## src/rtl/hex_expr_parser.sv

```systemverilog
// Parses one "<hexA><op><hexB><term>" expression from a UART byte stream and
// hands the operands and opcode to the ALU stage with a single-cycle done pulse.
module hex_expr_parser #(
  parameter int NUM_DIGITS = 4
) (
  input  logic                      clk,
  input  logic                      n_rst,
  input  logic [7:0]                rx_data,
  input  logic                      rx_valid,
  output logic [4*NUM_DIGITS-1:0]   op_a,
  output logic [4*NUM_DIGITS-1:0]   op_b,
  output logic [1:0]                opcode,
  output logic                      parser_done,
  output logic                      parse_err
);

  localparam int OPW = 4 * NUM_DIGITS;
  localparam int CW  = $clog2(NUM_DIGITS + 1);
  localparam logic [CW-1:0] MAX_CNT = CW'(NUM_DIGITS);

  typedef enum logic [1:0] {S_A, S_B, S_DONE, S_ERR} state_t;

  state_t          state, state_next;
  logic [OPW-1:0]  acc_a, acc_b;
  logic [CW-1:0]   cnt_a, cnt_b;
  logic [1:0]      opcode_acc;

  logic       is_hex, is_op, is_term, is_space, is_esc;
  logic [3:0] nib;
  logic [1:0] op_code;
  logic       shift_a, shift_b, clr_acc, latch_op, load_out, err_next;

  always_comb begin
    is_hex   = 1'b0;
    nib      = 4'h0;
    is_op    = 1'b1;
    op_code  = 2'b00;
    is_term  = (rx_data == 8'h3D) || (rx_data == 8'h0D);
    is_space = (rx_data == 8'h20);
    is_esc   = (rx_data == 8'h1B);
    if (rx_data >= 8'h30 && rx_data <= 8'h39) begin
      is_hex = 1'b1;
      nib    = rx_data[3:0];
    end else if ((rx_data >= 8'h41 && rx_data <= 8'h46) ||
                 (rx_data >= 8'h61 && rx_data <= 8'h66)) begin
      is_hex = 1'b1;
      nib    = rx_data[3:0] + 4'd9;
    end
    case (rx_data)
      8'h2B:   op_code = 2'b00;
      8'h2D:   op_code = 2'b01;
      8'h2A:   op_code = 2'b10;
      8'h2F:   op_code = 2'b11;
      default: is_op   = 1'b0;
    endcase
  end

  // S_DONE accepts bytes exactly like S_A; accumulators were emptied on entry.
  always_comb begin
    state_next = state;
    shift_a    = 1'b0;
    shift_b    = 1'b0;
    clr_acc    = 1'b0;
    latch_op   = 1'b0;
    load_out   = 1'b0;
    err_next   = 1'b0;
    if (state == S_DONE) state_next = S_A;
    if (rx_valid) begin
      if (is_esc) begin
        state_next = S_A;
        clr_acc    = 1'b1;
      end else if (!is_space) begin
        case (state)
          S_A, S_DONE: begin
            if (is_hex && cnt_a < MAX_CNT) begin
              shift_a = 1'b1;
            end else if (is_op && cnt_a != '0) begin
              latch_op   = 1'b1;
              state_next = S_B;
            end else begin
              state_next = S_ERR;
              err_next   = 1'b1;
              clr_acc    = 1'b1;
            end
          end
          S_B: begin
            if (is_hex && cnt_b < MAX_CNT) begin
              shift_b = 1'b1;
            end else if (is_term && cnt_b != '0) begin
              state_next = S_DONE;
              load_out   = 1'b1;
              clr_acc    = 1'b1;
            end else begin
              state_next = S_ERR;
              err_next   = 1'b1;
              clr_acc    = 1'b1;
            end
          end
          S_ERR: begin
            if (is_term) begin
              state_next = S_A;
              clr_acc    = 1'b1;
            end
          end
          default: state_next = S_A;
        endcase
      end
    end
  end

  always_ff @(posedge clk or negedge n_rst) begin
    if (!n_rst) begin
      state      <= S_A;
      acc_a      <= '0;
      acc_b      <= '0;
      cnt_a      <= '0;
      cnt_b      <= '0;
      opcode_acc <= 2'b00;
      op_a       <= '0;
      op_b       <= '0;
      opcode     <= 2'b00;
      parse_err  <= 1'b0;
    end else begin
      state     <= state_next;
      parse_err <= err_next;
      if (clr_acc) begin
        acc_a      <= '0;
        acc_b      <= '0;
        cnt_a      <= '0;
        cnt_b      <= '0;
        opcode_acc <= 2'b00;
      end else begin
        if (shift_a) begin
          acc_a <= {acc_a[OPW-5:0], nib};
          cnt_a <= cnt_a + CW'(1);
        end
        if (shift_b) begin
          acc_b <= {acc_b[OPW-5:0], nib};
          cnt_b <= cnt_b + CW'(1);
        end
        if (latch_op) opcode_acc <= op_code;
      end
      if (load_out) begin
        op_a   <= acc_a;
        op_b   <= acc_b;
        opcode <= opcode_acc;
      end
    end
  end

  assign parser_done = (state == S_DONE);

endmodule

```

## config.mk

```make
export PLATFORM = sky130hd
export DESIGN_NAME = hex_expr_parser
export DESIGN_NICKNAME = d
export VERILOG_FILES = /design/src/rtl/hex_expr_parser.sv
export SDC_FILE = /design/constraint.sdc
export NUM_CORES = 1
export LEC_CHECK = 0
export BUFFER_PORTS_ARGS = -buffer_cell sky130_fd_sc_hd__buf_2
export CAP_MARGIN = 40
export CELL_PAD_IN_SITES_DETAIL_PLACEMENT = 1
export CELL_PAD_IN_SITES_GLOBAL_PLACEMENT = 1
export CORE_MARGIN = 10
export CORE_UTILIZATION = 34
export CTS_CLUSTER_SIZE = 16
export DETAILED_ROUTE_END_ITERATION = 6
export PLACE_DENSITY = 0.63
export RECOVER_POWER = 25
export SLEW_MARGIN = 0
export SYNTH_ARGS = -nofsm -noshare
export SYNTH_HDL_FRONTEND = slang
export SYNTH_SLANG_ARGS = --single-unit
```

## constraint.sdc

```tcl
create_clock -name clk -period 2.2 [get_ports clk]
set_input_delay 0.22 -clock clk [delete_from_list [all_inputs] [get_ports clk]]
set_output_delay 0.22 -clock clk [all_outputs]
set_load 0.005 [all_outputs]
```

# Word level (Yosys, flattened, before mapping)
# Index checks and enable logic that the tools add are counted.
# classes
add_sub_neg	3
n_lt_le_gt_ge	8
eq_ne	11
muxes	62
n_reduce_logical	17
# op_table
cell	count
two-way mux 16 bit	4
== test 8 x 6 -> 1 bit, second input constant	6
two-way mux 1 bit	38
two-way mux 2 bit	10
>= comparator 8 x 7 -> 1 bit, second input constant	2
<= comparator 8 x 7 -> 1 bit, second input constant	2
two-way mux 3 bit	4
one-hot mux 2 bit (3 select lines)	2
== test 8 x 4 -> 1 bit, second input constant	1
== test 8 x 5 -> 1 bit, second input constant	1
>= comparator 8 x 6 -> 1 bit, second input constant	1
<= comparator 8 x 6 -> 1 bit, second input constant	1
two-way mux 4 bit	2
logical AND 1 bit	7
adder 3 x 1 -> 3 bit, second input constant	2
less-than comparator 3 bit, second input constant	2
nonzero test 2 bit	3
nonzero test 3 bit	2
adder 4 bit, second input constant	1
== test 2 bit, second input constant	2
OR reduction 4 bit	1
one-hot mux 1 bit (3 select lines)	1
== test 2 x 1 -> 1 bit, second input constant	1
zero test 2 bit	1
3 further kinds	4
# word_totals
regBits	77
inputBits	11
output_inout_bits	36
wordCells	111

# Longest topological paths before layout
# Gate-level depths: netlist (run 1).
# depth
ltp_word	13
mapped_depth	9
ltp_nobuf	7

# Least setup slack after synthesis (run 1)
# OpenSTA, ideal clock, no wires.
# synth_path
kind	input-to-reg
startpoint	in rx_data[1]
endpoint	reg op_a[10]
setup_time_ns	0.128
arrival_time_ns	2.312
required_time_ns	2.072
setup_slack_ns	-0.240
path_stages	9
n_path_buf	2
path_cell_list	inv_1 > ha_1 > nor3b_1 > nor4_1 > nor3_2 > or3b_1 > buf_2 > buf_2 > mux2_1
# synth_via
elab_chain_len	11
elab_cells_between_ends	25
cone_classes	order compare: 6; eq/ne: 4; mux: 8; reduce/logical: 7
# synth_lines
item	line_no	rtl
start, declared	8	input logic [7:0] rx_data,
>= comparator 8 x 7 -> 1 bit, or another cell as far along	44	end else if ((rx_data >= 8'h41 && rx_data <= 8'h46) ||
logical AND 1 bit, on equally long branches	44, 45	
logical OR 1 bit	44	
two-way mux 1 bit	44	
two-way mux 1 bit	41	if (rx_data >= 8'h30 && rx_data <= 8'h39) begin
logical AND 1 bit	87	if (is_hex && cnt_b < MAX_CNT) begin
two-way mux 1 bit	87	
two-way mux 1 bit	73	case (state)
two-way mux 1 bit	72	end else if (!is_space) begin
two-way mux 1 bit *	69	if (is_esc) begin
two-way mux 1 bit *	68	if (rx_valid) begin
end signal, assigned	119	op_a <= '0;
end signal, assigned	144	op_a <= acc_a;
end, declared	10	output logic [4*NUM_DIGITS-1:0] op_a,
# Mark *: on every way between the ends. The rest lies on a longest branch, timed or not.
# A chain may end at the register's enable or synchronous reset.

# Worst setup path in the final report (run 1)
# layout_path
startpoint	in rx_data[1]
endpoint	reg op_a[6]
# Same word-level chain as after synthesis.

==> results.md, run 1 <==
- Layout Nets: 370
- CTS tree: done
- DRC viols: 0
- Post-route setup TNS: 0 ns
- Status: finished, final reports clean
- Core ar.: 9770 sq um
- Port-buffer cells: 46
- Worst Path Required: 2.42 ns
- Non-filler cells, final: 488
- Place WS: -0.225 ns
- CTS root buffer: clkbuf_8
- Fmax achieved: 0.496 GHz
- Synth unique cells: 49
- Endpoints failing setup: 0
- Final WS setup: 0.185 ns
- Max FO, Critical Path: 13
- TritonCTS buffer count: 9
- Post-synth top area share: 56.3%
- Syn nets: 278
- Fraction of registers with async set/reset: 100%
- Crit path launch type: input port
- Number of max-slew violations in the final report: 0
- Worst hold path type: input port to flop
- Synth Instances: 259
- Final Instance Area: 4430 sq um
- Leak Pwr: 2.27 nW
- Placed cell area: 4260 sq um
- Predominant post-synthesis flop cell: dfrtp_1
- Initial antenna violation count: 0
- Largest net degree at the start of global routing: 50
- Total GRT Usage: 11.8%
- Final min period: 2.02 ns
- Fill cells: 1062
- VDD IR-drop max: 0.000354 V
- DR pass1 iterations: 4
- Post-CTS Setup Bufs: 0
- Reg area: 1930 sq um
- Wirelength per Cell: 16.6 um
- Clock tree buffer depth: 2
- Max-Cap Viols: 0
- Hold Path Cell Cnt: 4
- First-pass GRT wire length: 14000 um
- Worst endpoint data arrival time: 2.24 ns
- Seq/Total Area, Yosys: 56.3%
- Share of layout cells above drive strength 1: 40.6%
- Routed vias: 2453
- Core Rows: 36
- Die width: 120 um
- Clock transition at path regs: 0.08 ns
- Syn Std Cell Area: 3420 sq um
- Skew final: 0.0143 ns
- Slew Limit Headroom: 20.7%
- Dominant cell type by area after synthesis: dfrtp_1
- Starting Density: 35.0%
- Die Area: 14500 sq um
- Number of flops mapped to enable cells by yosys: 0
- Syn avg cell area: 13.2 sq um
- Period utilization: 91.6%
- DR vias/cell: 5.03
- RSZ-0062 raised after global routing: false
- Ant. Diodes: 0
- DR iter-0 viols: 126
- Synth-to-Final Area Change: 29.4%
- Worst skew pair latency: 0.34 ns
- GRT Residual Overflow: 0
- Pwr dens: 649 nW/um^2
- Ranking of synthesized cells by area: dfrtp_1 56%, mux2_1 7.9%, a22o_1 6.7%, mux2_2 3.9%, ha_1 2.9%
- Routability cong.: 0.830
- Worst r2r path cells: 5
- CP endpoint kind: flop
- Routed WL: 8100 um
- CP Class: input port to flop
- Final Hold Viols: 0
- Final ANT Viol Nets: 0
- Clk sinks: 77
- Num ports: 47
- Multi-input gate area: 1480 sq um
- Max H-tree Level: 3
- Ys Warns: 0
- Hpwl dp: 6140 um
- Vert. Die Dim: 120 um
- FF+latch count, synth: 77
- Dpl cells: 472
- Vias in the first global route: 2656
- Worst-Margin Slew: 1.19 ns
-- flip-flops by register name, summed over array words and instances (netlist names) --
| name | count |
|---|---|
| opcode | 2 |
| op_a | 16 |
| acc_b | 16 |
| op_b | 16 |
| parse_err | 1 |
| opcode_acc | 2 |
| acc_a | 16 |
| state | 2 |
| cnt_b | 3 |
| cnt_a | 3 |
-- worst paths after layout --
kind	startpoint	slack, ns	end
max	rx_data[1]	0.18	op_a[6]
min	rx_valid	0.23	state[0]
max reg2reg	state[1]	0.18	op_a[6]
min reg2reg	op_a[9]	0.49	op_a[9]
max in group asynchronous	n_rst	0.72	op_b[1]
min in group asynchronous	n_rst	0.65	acc_a[15]
-- worst max-delay path: stages --
cell and delay [ns]:
buf_2 0.15, inv_12 0.06, ha_2 0.22, nand2_1 0.09
nor3b_1 0.25, o21ai_0 0.15, or3b_2 0.57, buf_12 0.19
mux2_1 0.32
-- layout make-up --
cell class,count,share of cell area [%]
Multi-Input combinational cell,163,33.5
Timing Repair Buffer,93,14.6
Clock inverter,6,0.876
Inverter,7,0.989
Tap cell,133,3.76
Clock buffer,9,2.80
Sequential cell,77,43.5
-- per-layer routing --
metal  part of all wire, %  track usage (%)  routed length, um
met4                  0.89             3.39                 72
met3                   4.1             3.72                331
met1                    47             15.2               3840
met5                     0                0                  0
met2                    48             18.5               3860
-- cell families (layout without fill, tap and decap cells) --
group	after synthesis	in the layout	synth area share (%)
AOI/OAI and AO/OA	67	67	16.5
xor gates and xnor gates	2	2	0.512
adders and majority gates	8	8	2.93
buffers and inverters	19	115	2.82
DFF	77	77	56.3
muxes	39	39	12.7
and+or+nand+nor	47	47	8.19
-- Yosys cell counts, drive strengths merged, types with 2 or more instances --
master / instances
dfrtp: 77
mux2: 36
a22o: 26
nor2: 13
buf: 10
a21oi: 8
ha: 8
nand2: 8
inv: 7
a211oi: 5
o21ai: 5
o2bb2ai: 5
nor3: 4
nor3b: 4
mux2i: 3
nand2b: 3
nor2b: 3
nor4: 3
o31ai: 3
a31oi: 2
clkbuf: 2
o21a: 2
o21bai: 2
o41ai: 2
or3: 2
or3b: 2
-- per-stage QoR --
stage               total power [mW]  utilization, %  hold WS (ns)
global route                    3.04            45.3         0.245
global placement                1.99            43.6         0.272
CTS                             2.91            45.3         0.219
detailed placement              2.00            43.6         0.273
finish                          2.87            45.3         0.234
floorplan                       1.75               -       -0.0756
-- repair_timing --
item                                    CTS  global route
endpoints found under the hold margin    46             0
hold buffers                              1             0
endpoints found under the setup margin    0            19
resized for setup                         0             1
-- cells in the final DEF (no fill, tap or decap), types with 4 or more instances in the layout --
master      n
mux2_4     14
dfrtp_1    77
a22o_1     26
buf_4      41
buf_2      44
nor2_1     12
o2bb2ai_1   5
ha_1        6
a21oi_1     8
clkbuf_8    9
a211oi_2    4
mux2_2      5
o21ai_0     5
mux2_1     17
buf_12      5
inv_1       5
nand2_1     8
-- power by group --
part           internal (mW)  total, mW  switching (mW)
clock                  0.401      0.908           0.508
sequential              1.45       1.47          0.0201
combinational          0.222      0.501           0.279
(Power assumes the default switching activity.)
==> run 2: changes to the inputs <==
--- a/config.mk
+++ b/config.mk
@@ -8,13 +8,14 @@
 export BUFFER_PORTS_ARGS = -buffer_cell sky130_fd_sc_hd__buf_2
 export CAP_MARGIN = 40
 export CELL_PAD_IN_SITES_DETAIL_PLACEMENT = 1
-export CELL_PAD_IN_SITES_GLOBAL_PLACEMENT = 1
+export CELL_PAD_IN_SITES_GLOBAL_PLACEMENT = 2
 export CORE_MARGIN = 10
 export CORE_UTILIZATION = 34
 export CTS_CLUSTER_SIZE = 16
 export DETAILED_ROUTE_END_ITERATION = 6
-export PLACE_DENSITY = 0.63
+export PLACE_DENSITY = 0.72
 export RECOVER_POWER = 25
+export SETUP_SLACK_MARGIN = 0.2
 export SLEW_MARGIN = 0
 export SYNTH_ARGS = -nofsm -noshare
 export SYNTH_HDL_FRONTEND = slang
==> results.md, run 2 (same netlist as run 1, synthesis figures left out) <==
- Fmax achieved: 0.505 GHz
- Endpoints failing setup: 0
- Post-route core utilization: 48.0%
- Total GRT Usage: 12.2%
- Number of max-slew violations in the final report: 0
- Hpwl dp: 6070 um
- CTS tree: done
- CP endpoint kind: flop
- Max H-tree Level: 3
- First-pass GRT wire length: 14300 um
- Max FO, Critical Path: 17
- Final min period: 1.98 ns
- Final Hold Viols: 0
- Worst-Margin Slew: 0.922 ns
- DRC viols: 0
- Initial antenna violation count: 0
- Vias in the first global route: 2740
- Most frequent cells in the layout: 76 x dfrtp_1, 45 x buf_2, 43 x buf_4
- Post-route setup TNS: 0 ns
- Slew Limit Headroom: 38.5%
- GRT Residual Overflow: 0
- Worst skew pair latency: 0.35 ns
- Largest net degree at the start of global routing: 42
- Skew final: 0.00882 ns
- Non-filler cells, final: 496
- Synth-to-Final Area Change: 37.0%
- Most common library cell in the layout ignoring fill and taps: dfrtp_1
- Core Rows: 36
- Clk sinks: 77
- Starting Density: 35.0%
- Core ar.: 9770 sq um
- Crit path launch type: input port
- Routability cong.: 0.798
- RSZ-0062 raised after global routing: true
- Worst endpoint data arrival time: 2.21 ns
- CP peak stage delay: 0.38 ns
- Routed vias: 2480
- Clock transition at path regs: 0.08 ns
- VDD IR-drop max: 0.000313 V
- TritonCTS buffer count: 9
- DR iter-0 viols: 121
- CP most frequent cell: or3b_4
- Worst hold path type: input port to flop
- Max-Cap Viols: 0
- Port-buffer cells: 46
- Clock tree buffer depth: 2
- Crit-path cells: buf_2, inv_12, ha_4, or3b_4, o41a_1, nand2_2, or3b_4, buf_16, mux2_1
- Final ANT Viol Nets: 0
- Pwr dens: 693 nW/um^2
- DR vias/cell: 5.00
- Share of layout cells above drive strength 1: 45.2%
- DR pass1 iterations: 4
- Die width: 120 um
- Leak Pwr: 2.38 nW
- Period utilization: 90.0%
- CTS root buffer: clkbuf_8
- CP Class: input port to flop
- Worst Path Required: 2.43 ns
- Status: finished, final reports clean
- Num ports: 47
- Dpl cells: 471
- Layout Nets: 377
- Total power: 3.25 mW
- Die Area: 14500 sq um
- Worst path slowest cell: or3b_4
- Vert. Die Dim: 120 um
- Wirelength per Cell: 18.5 um
- Ant. Diodes: 0
- Routed WL: 9180 um
==> run 2: changes by cell type in the layout (fill, tap and decap cells not counted), sizes merged <==
cell,change
buf,+5
clkbuf,+4
bufinv,+2
clkinv,-2
inv,-1
==> run 2: final cells by class <==
type	instances	area [sq um]
inverter	7	43.8
tap	133	166
clock buffer	11	141
multi-input combinational	163	1560
timing repair buffer	100	759
clock inverter	5	83.8
fill	1048	5090
sequential	77	1930
==> run 2: critical path: cells and delay by family <==
family / cells / cell delay (ns)
and+or+nand+nor: 3 / 0.72
adders and majority gates: 1 / 0.14
AOI/OAI and AO/OA: 1 / 0.36
muxes: 1 / 0.33
buffers and inverters: 3 / 0.43
==> run 2: per-stage QoR <==
step                      hold WS (ns)  setup slack, ns  area (sq um)
after floorplan                -0.0756          -0.0108          3590
after global placement           0.209           -0.331          4280
after detailed placement         0.216           -0.343          4280
after global routing             0.244            0.176          4690
after CTS                        0.234            0.200          4590
final                            0.247            0.220          4690
==> run 2: power breakdown <==
group          switching [mW]  internal, mW  leakage (nW)
Clock                   0.522         0.672         0.106
Combinational           0.308         0.278          1.21
Sequential             0.0218          1.45          1.07
==> run 2: what timing repair did <==
item / 4_1_cts / 5_1_grt
setup buffers: 3 / 2
gates cloned: 1 / 2
pin swaps: 2 / 10
resized for setup: 6 / 8
endpoints found under the setup margin: 53 / 43
endpoints found under the hold margin: 36 / 0
hold buffers: 1 / 0
==> run 2: routing by layer <==
layer	vias to the layer above	track usage [%]	share of wire (%)
li1	1163	-	-
met5	-	0	0
met2	34	20.2	50
met4	0	4.30	1.3
met1	1276	15.1	46
met3	7	2.93	2.8
==> run 2: final timing paths <==
check | depth (start not counted) | slack, ns | start | end
max in group asynchronous | 3 | 0.47 | n_rst | cnt_b[2]
hold reg to reg | 1 | 0.49 | op_a[13] | op_a[13]
hold / removal | 4 | 0.25 | rx_valid | state[0]
setup / recovery | 9 | 0.22 | rx_data[1] | opcode[0]
min in group asynchronous | 2 | 0.55 | n_rst | cnt_a[0]
setup reg to reg | 7 | 0.29 | cnt_b[0] | op_a[0]
